**src/rtl/uart_rx_fifo.sv**
```systemverilog
// ---------------------------------------------------------------------------
// uart_rx_fifo
//
// Receive-side byte buffer that sits between the UART receiver and the
// Wishbone slave data path. Every character is captured together with its
// parity-error flag on the receiver's one-cycle valid strobe. Up to DEPTH
// entries are held so the bus master can read them at its own pace.
// Occupancy and a sticky overrun flag are reported to the bus wrapper.
//
// Optional feature: define UART_RX_FIFO_TIMEOUT_EN to build an idle
// counter. That counter drives timeout_o when data has sat unread for
// TIMEOUT_CYCLES cycles. Without the macro, timeout_o is tied to 0.
//
// Ports:
//   clk_i            system clock
//   rst_i            synchronous reset, active-high
//   rx_data_i        character from the receiver
//   rx_data_vld_i    single-cycle push strobe
//   rx_parity_err_i  parity error of rx_data_i, sampled with the strobe
//   rd_en_i          pop request from the bus side
//   rd_data_o        popped character (holds until the next pop)
//   rd_perr_o        parity-error flag of the popped character
//   rd_vld_o         one-cycle pulse, rd_data_o/rd_perr_o valid
//   count_o          current occupancy
//   empty_o          count_o == 0
//   full_o           count_o == DEPTH
//   afull_o          count_o >= AFULL_LVL
//   overrun_o        sticky, a character was dropped
//   ovr_clr_i        clears overrun_o
//   timeout_o        idle timeout flag
// ---------------------------------------------------------------------------
module uart_rx_fifo #(
    parameter int DATA_BITS      = 8,
    parameter int DEPTH          = 16,
    parameter int AFULL_LVL      = 12,
    parameter int TIMEOUT_CYCLES = 4096
) (
    input  logic                         clk_i,
    input  logic                         rst_i,
    input  logic [DATA_BITS-1:0]         rx_data_i,
    input  logic                         rx_data_vld_i,
    input  logic                         rx_parity_err_i,
    input  logic                         rd_en_i,
    output logic [DATA_BITS-1:0]         rd_data_o,
    output logic                         rd_perr_o,
    output logic                         rd_vld_o,
    output logic [$clog2(DEPTH+1)-1:0]   count_o,
    output logic                         empty_o,
    output logic                         full_o,
    output logic                         afull_o,
    output logic                         overrun_o,
    input  logic                         ovr_clr_i,
    output logic                         timeout_o
);

    localparam int AW = $clog2(DEPTH);
    localparam int CW = $clog2(DEPTH+1);
    localparam logic [CW-1:0] FULL_CNT  = CW'(DEPTH);
    localparam logic [CW-1:0] AFULL_CNT = CW'(AFULL_LVL);

    logic [DATA_BITS:0] mem [DEPTH];
    logic [AW-1:0]      wr_ptr;
    logic [AW-1:0]      rd_ptr;
    logic               push_ok;
    logic               pop_ok;

    assign empty_o = (count_o == '0);
    assign full_o  = (count_o == FULL_CNT);
    assign afull_o = (count_o >= AFULL_CNT);

    // A full FIFO still takes a push when a pop frees a slot in the same cycle.
    // An empty FIFO ignores the pop, even if a push arrives alongside it.
    assign pop_ok  = rd_en_i && !empty_o;
    assign push_ok = rx_data_vld_i && (!full_o || pop_ok);

    // Storage is not reset. Stale contents are unreachable once the pointers
    // and count are cleared.
    always_ff @(posedge clk_i) begin
        if (!rst_i && push_ok) begin
            mem[wr_ptr] <= {rx_parity_err_i, rx_data_i};
        end
    end

    // DEPTH is a power of two, so the pointers wrap by plain overflow.
    always_ff @(posedge clk_i) begin
        if (rst_i) begin
            wr_ptr  <= '0;
            rd_ptr  <= '0;
            count_o <= '0;
        end else begin
            if (push_ok) wr_ptr <= wr_ptr + 1'b1;
            if (pop_ok)  rd_ptr <= rd_ptr + 1'b1;
            if (push_ok && !pop_ok)      count_o <= count_o + 1'b1;
            else if (pop_ok && !push_ok) count_o <= count_o - 1'b1;
        end
    end

    // Read register: the data holds between pops, and the valid signal is a single pulse.
    always_ff @(posedge clk_i) begin
        if (rst_i) begin
            rd_data_o <= '0;
            rd_perr_o <= 1'b0;
            rd_vld_o  <= 1'b0;
        end else begin
            rd_vld_o <= pop_ok;
            if (pop_ok) begin
                {rd_perr_o, rd_data_o} <= mem[rd_ptr];
            end
        end
    end

    // Sticky overrun. When a dropped character and a clear arrive together, set wins.
    always_ff @(posedge clk_i) begin
        if (rst_i) begin
            overrun_o <= 1'b0;
        end else if (rx_data_vld_i && !push_ok) begin
            overrun_o <= 1'b1;
        end else if (ovr_clr_i) begin
            overrun_o <= 1'b0;
        end
    end

`ifdef UART_RX_FIFO_TIMEOUT_EN
    localparam int TW = $clog2(TIMEOUT_CYCLES+1);
    localparam logic [TW-1:0] TO_MAX = TW'(TIMEOUT_CYCLES);

    logic [TW-1:0] idle_cnt;

    // Counts cycles without traffic while data is waiting. The count saturates so
    // the flag stays up until the next push or pop.
    always_ff @(posedge clk_i) begin
        if (rst_i || push_ok || pop_ok || empty_o) begin
            idle_cnt <= '0;
        end else if (idle_cnt != TO_MAX) begin
            idle_cnt <= idle_cnt + 1'b1;
        end
    end

    assign timeout_o = (idle_cnt == TO_MAX) && !empty_o;
`else
    assign timeout_o = 1'b0;
`endif

endmodule

```
**config.mk**
```make
export PLATFORM = sky130hd
export DESIGN_NAME = uart_rx_fifo
export DESIGN_NICKNAME = d
export VERILOG_FILES = /design/src/rtl/uart_rx_fifo.sv
export SDC_FILE = /design/constraint.sdc
export NUM_CORES = 1
export LEC_CHECK = 0
export ABC_AREA = 1
export CORE_UTILIZATION = 54
export DETAILED_ROUTE_END_ITERATION = 10
export GPL_TIMING_DRIVEN = 0
export PLACE_DENSITY = 0.79
export SYNTH_ARGS = -nofsm -noshare
export SYNTH_HDL_FRONTEND = slang
export SYNTH_SLANG_ARGS = --single-unit
```
**constraint.sdc**
```tcl
create_clock -name clk_i -period 2.3 [get_ports clk_i]
set_input_delay 0.46 -clock clk_i [delete_from_list [all_inputs] [get_ports clk_i]]
set_output_delay 0.46 -clock clk_i [all_outputs]
set_load 0.03 [all_outputs]
```
==> results.yml <==
synthesis:
  synth_simple_gate_area_share_pct: 22.9
  synth_top_area_share_pct: 57.8
  ys_types: 29
  synth_seq_area_share_pct: 64.2
  syn-cell-area_um2: 7490
  synth_top_family_by_area: "simple AND/OR/NAND/NOR gates"
  syn-instance-count: 745
  synth_largest_area_cell: "edfxtp_1"
  synth_warnings: 0
  syn-num-nets: 770
  synth-seq-cells: 168
  synth_compound_area_share_pct: 1.55
  synthXorXnorAreaFrac_pct: 0.702
  synth.mux.area_fraction_pct: 0
  netlist_top_cells_area: "edfxtp_1 (58%), nand2_1 (12%), nand3_1 (7.4%)"
  syn_avg_cell_area_um2: 10.0
  synth_adder_area_share_pct: 1.94
critical_path:
  crit_arrival_ps: 2560
  crit_fanout: 7
  reg2regPathDepth: 14
  startpoint: "count_o[2]"
  startpoint_type: "flop"
  critical_path_required_ps: 2620
  critical_path_class: "flop to flop"
  cp-end-kind: "flop"
  reg2reg_from: "count_o[2]"
  r2r_slack_ps: 60
  r2r-end: "count_o[3]"
min_path:
  hold_path_class: "input pin to flop"
  min_path_cells: 4
  hold_path_startpoint: "rst_i"
  hold_path_end: "rd_data_o[3]"
route:
  routedWlPerCell_um: 17.8
  drc: 0
  drtPass1Iterations: 6
  routed_via_density: 5.38
  wirelength_um: 17600
  vias: 5340
  detail-route-antenna-nets: 0
  dr.first_iter.drc_count: 534
timing:
  final.setup.worst_slack_ps: 63.9
  rsz0062_at_grt: "yes"
  holdWs_ps: 422
  final_hold_viol_count: 0
  period_share_pct: 97.2
  setup_viol: 0
  period_minus_slack_ps: 2240
  slew_headroom_pct: 38.8
  fin_worst_skew_ps: 6.63
  slew_viol_final: 0
  tightest_slew_ps: 915
  max_freq_mhz: 447
finish:
  finalNetCount: 828
  multi_input_area_um2: 2080
  syn2layout_area_growth_pct: 16.2
  drive_above_1_share_pct: 11.4
  regArea_um2: 4820
  antenna_cells: 0
  nFillCells: 1039
global_routing:
  grt_max_degree: 17
  top_usage_layer: "met2"
  gr-total-overflow: 0
  met1_usage_pct: 34.5
  grt_pass1_vias: 5156
  grt_antenna_before_repair: 0
  grt_pass1_wl_um: 27700
  grtUsageMet2_pct: 42.9
  grt_util_met3_pct: 5.42
  track_usage_pct: 26.9
placement:
  port_buffers: 31
  hpwl_um: 11800
  place_congestion: 0.900
  place_ws_ps: -548
flow_run:
  maxCapViolCount: 0
power:
  p_per_area_nw_per_um2: 1070
  ir_drop_mv: 0.559
  p_leak_uw: 0.00364
clock_tree:
  cts.sinks: 168
  h-tree-depth: 4
  clkTransAtPathRegs_ps: 60
  tritoncts: "built"
  clk_path_buf_depth: 2
  cts_root_buf: "clkbuf_16"
  clock_latency_ps: 430
  cts_hold_buf: 0
  cts-buffers-inserted: 17
die:
  core_region_area_um2: 13400
  dieArea_um2: 14300
  die_w_um: 120
  start_util_pct: 55.9
  die_y_um: 120
  io_pins: 34
  rows: 42
run_status:
  status: "finished, final reports clean"
[layout by cell type, fill, tap and decap left out, types with 2 or more instances in the layout]
| master | count |
|---|---|
| dlygate4sd2_1 | 2 |
| clkinvlp_4 | 4 |
| dfxtp_4 | 2 |
| inv_2 | 7 |
| o21ai_0 | 8 |
| inv_1 | 91 |
| ha_1 | 8 |
| nor2_4 | 2 |
| inv_6 | 2 |
| clkinv_1 | 3 |
| nand2_1 | 237 |
| buf_1 | 5 |
| clkbuf_1 | 4 |
| clkinv_2 | 3 |
| clkdlybuf4s50_1 | 29 |
| dfxtp_1 | 19 |
| nand2_2 | 5 |
| nor2_1 | 44 |
| nand3_1 | 110 |
| dfxtp_2 | 3 |
| buf_6 | 16 |
| clkbuf_16 | 17 |
| xor2_1 | 5 |
| bufinv_16 | 2 |
| edfxtp_1 | 144 |
| buf_2 | 5 |
| buf_4 | 13 |
| ha_4 | 2 |
| a21oi_1 | 10 |
| nand2_4 | 2 |
[report_power, final]
group | leakage (uW) | switching, uW | internal (uW)
clock network | 0.000264 | 1150 | 1590
logic | 0.00187 | 1870 | 1100
registers | 0.00150 | 122 | 3470
total | 0.00364 | 3140 | 6160
[sequential cells by signal (all words and copies together) (netlist names)]
register / count
rd_data_o: 8
rd_vld_o: 1
count_o: 5
overrun_o: 1
mem: 144
rd_perr_o: 1
wr_ptr: 4
rd_ptr: 4
[worst max path at each step]
stage / cells past startpoint / end / slack [ps]
finish: 14 / count_o[3] / 60
CTS: 12 / count_o[4] / -30
detailed placement: 13 / count_o[4] / -550
floorplan: 14 / count_o[4] / 8
global route: 14 / count_o[4] / -40
global placement: 13 / count_o[4] / -420
[cell usage after synthesis, drive strengths merged]
library cell and n:
o21ai 9, and2 1, clkbuf 2, clkinv 1, nand3 111, nor2 46
fa 1, inv 100, o21bai 1, nand2 244, a21oi 12, edfxtp 144
xor2 5, buf 31, xnor2 1, nand4 1, conb 1, ha 10
dfxtp 24
[routing by layer]
layer  vias up  wire length (um)
met2       244              8580
met4         0               777
li1       2535                 -
met1      2508              6890
met5         -                 0
met3        53              1400
[metrics by stage]
step | instance area [um^2] | setup TNS (ps) | instances | total power [uW] | util, %
after global routing | 8700 | -52.6 | 992 | 9720 | 64.9
final | 8700 | 0 | 992 | 9300 | 64.9
after global placement | 8030 | -29250 | 952 | 6300 | 60.0
after floorplan | 7500 | 0 | 745 | 5500 | -
after CTS | 8630 | -37.6 | 986 | 9180 | 64.4
after detailed placement | 8030 | -38020 | 952 | 6400 | 60.0
[timing repair]
item                                    in CTS  in global routing
setup buffers                                2                  6
endpoints found under the setup margin       4                 10
gates resized for setup                      6                  6
pin swaps                                    2                  6
[worst max-delay path, stage by stage (launching register included)]
cell and delay, ps:
dfxtp_4 370, nor2_4 180, nand3_2 120, nor2_4 120
nand2_2 90, nand2_4 110, inv_6 70, ha_4 180
inv_4 80, ha_1 250, a21oi_1 150, nand2_1 80
xor2_1 130, o21ai_0 160, inv_1 50
[final cells by class]
type / count / share of cell area [%]
Clock inverter: 13 / 1.50
Inverter: 101 / 4.44
Tap cell: 176 / 2.53
Timing Repair Buffer: 39 / 4.23
Buffer: 33 / 3.09
Clock buffer: 19 / 4.97
Multi-Input combinational cell: 443 / 23.9
Sequential cell: 168 / 55.3
[logic make-up (layout without fill, tap and decap cells)]
kind of cell,count (synthesis),after routing
AO/OA/AOI/OAI,22,22
XOR/XNOR,6,6
adder cells (fa/ha/maj),11,11
buffers and inverters,134,205
flip-flops,168,168
other,1,1
AND/OR/NAND/NOR,403,403
No activity file was read; power rests on OpenSTA's default activity.
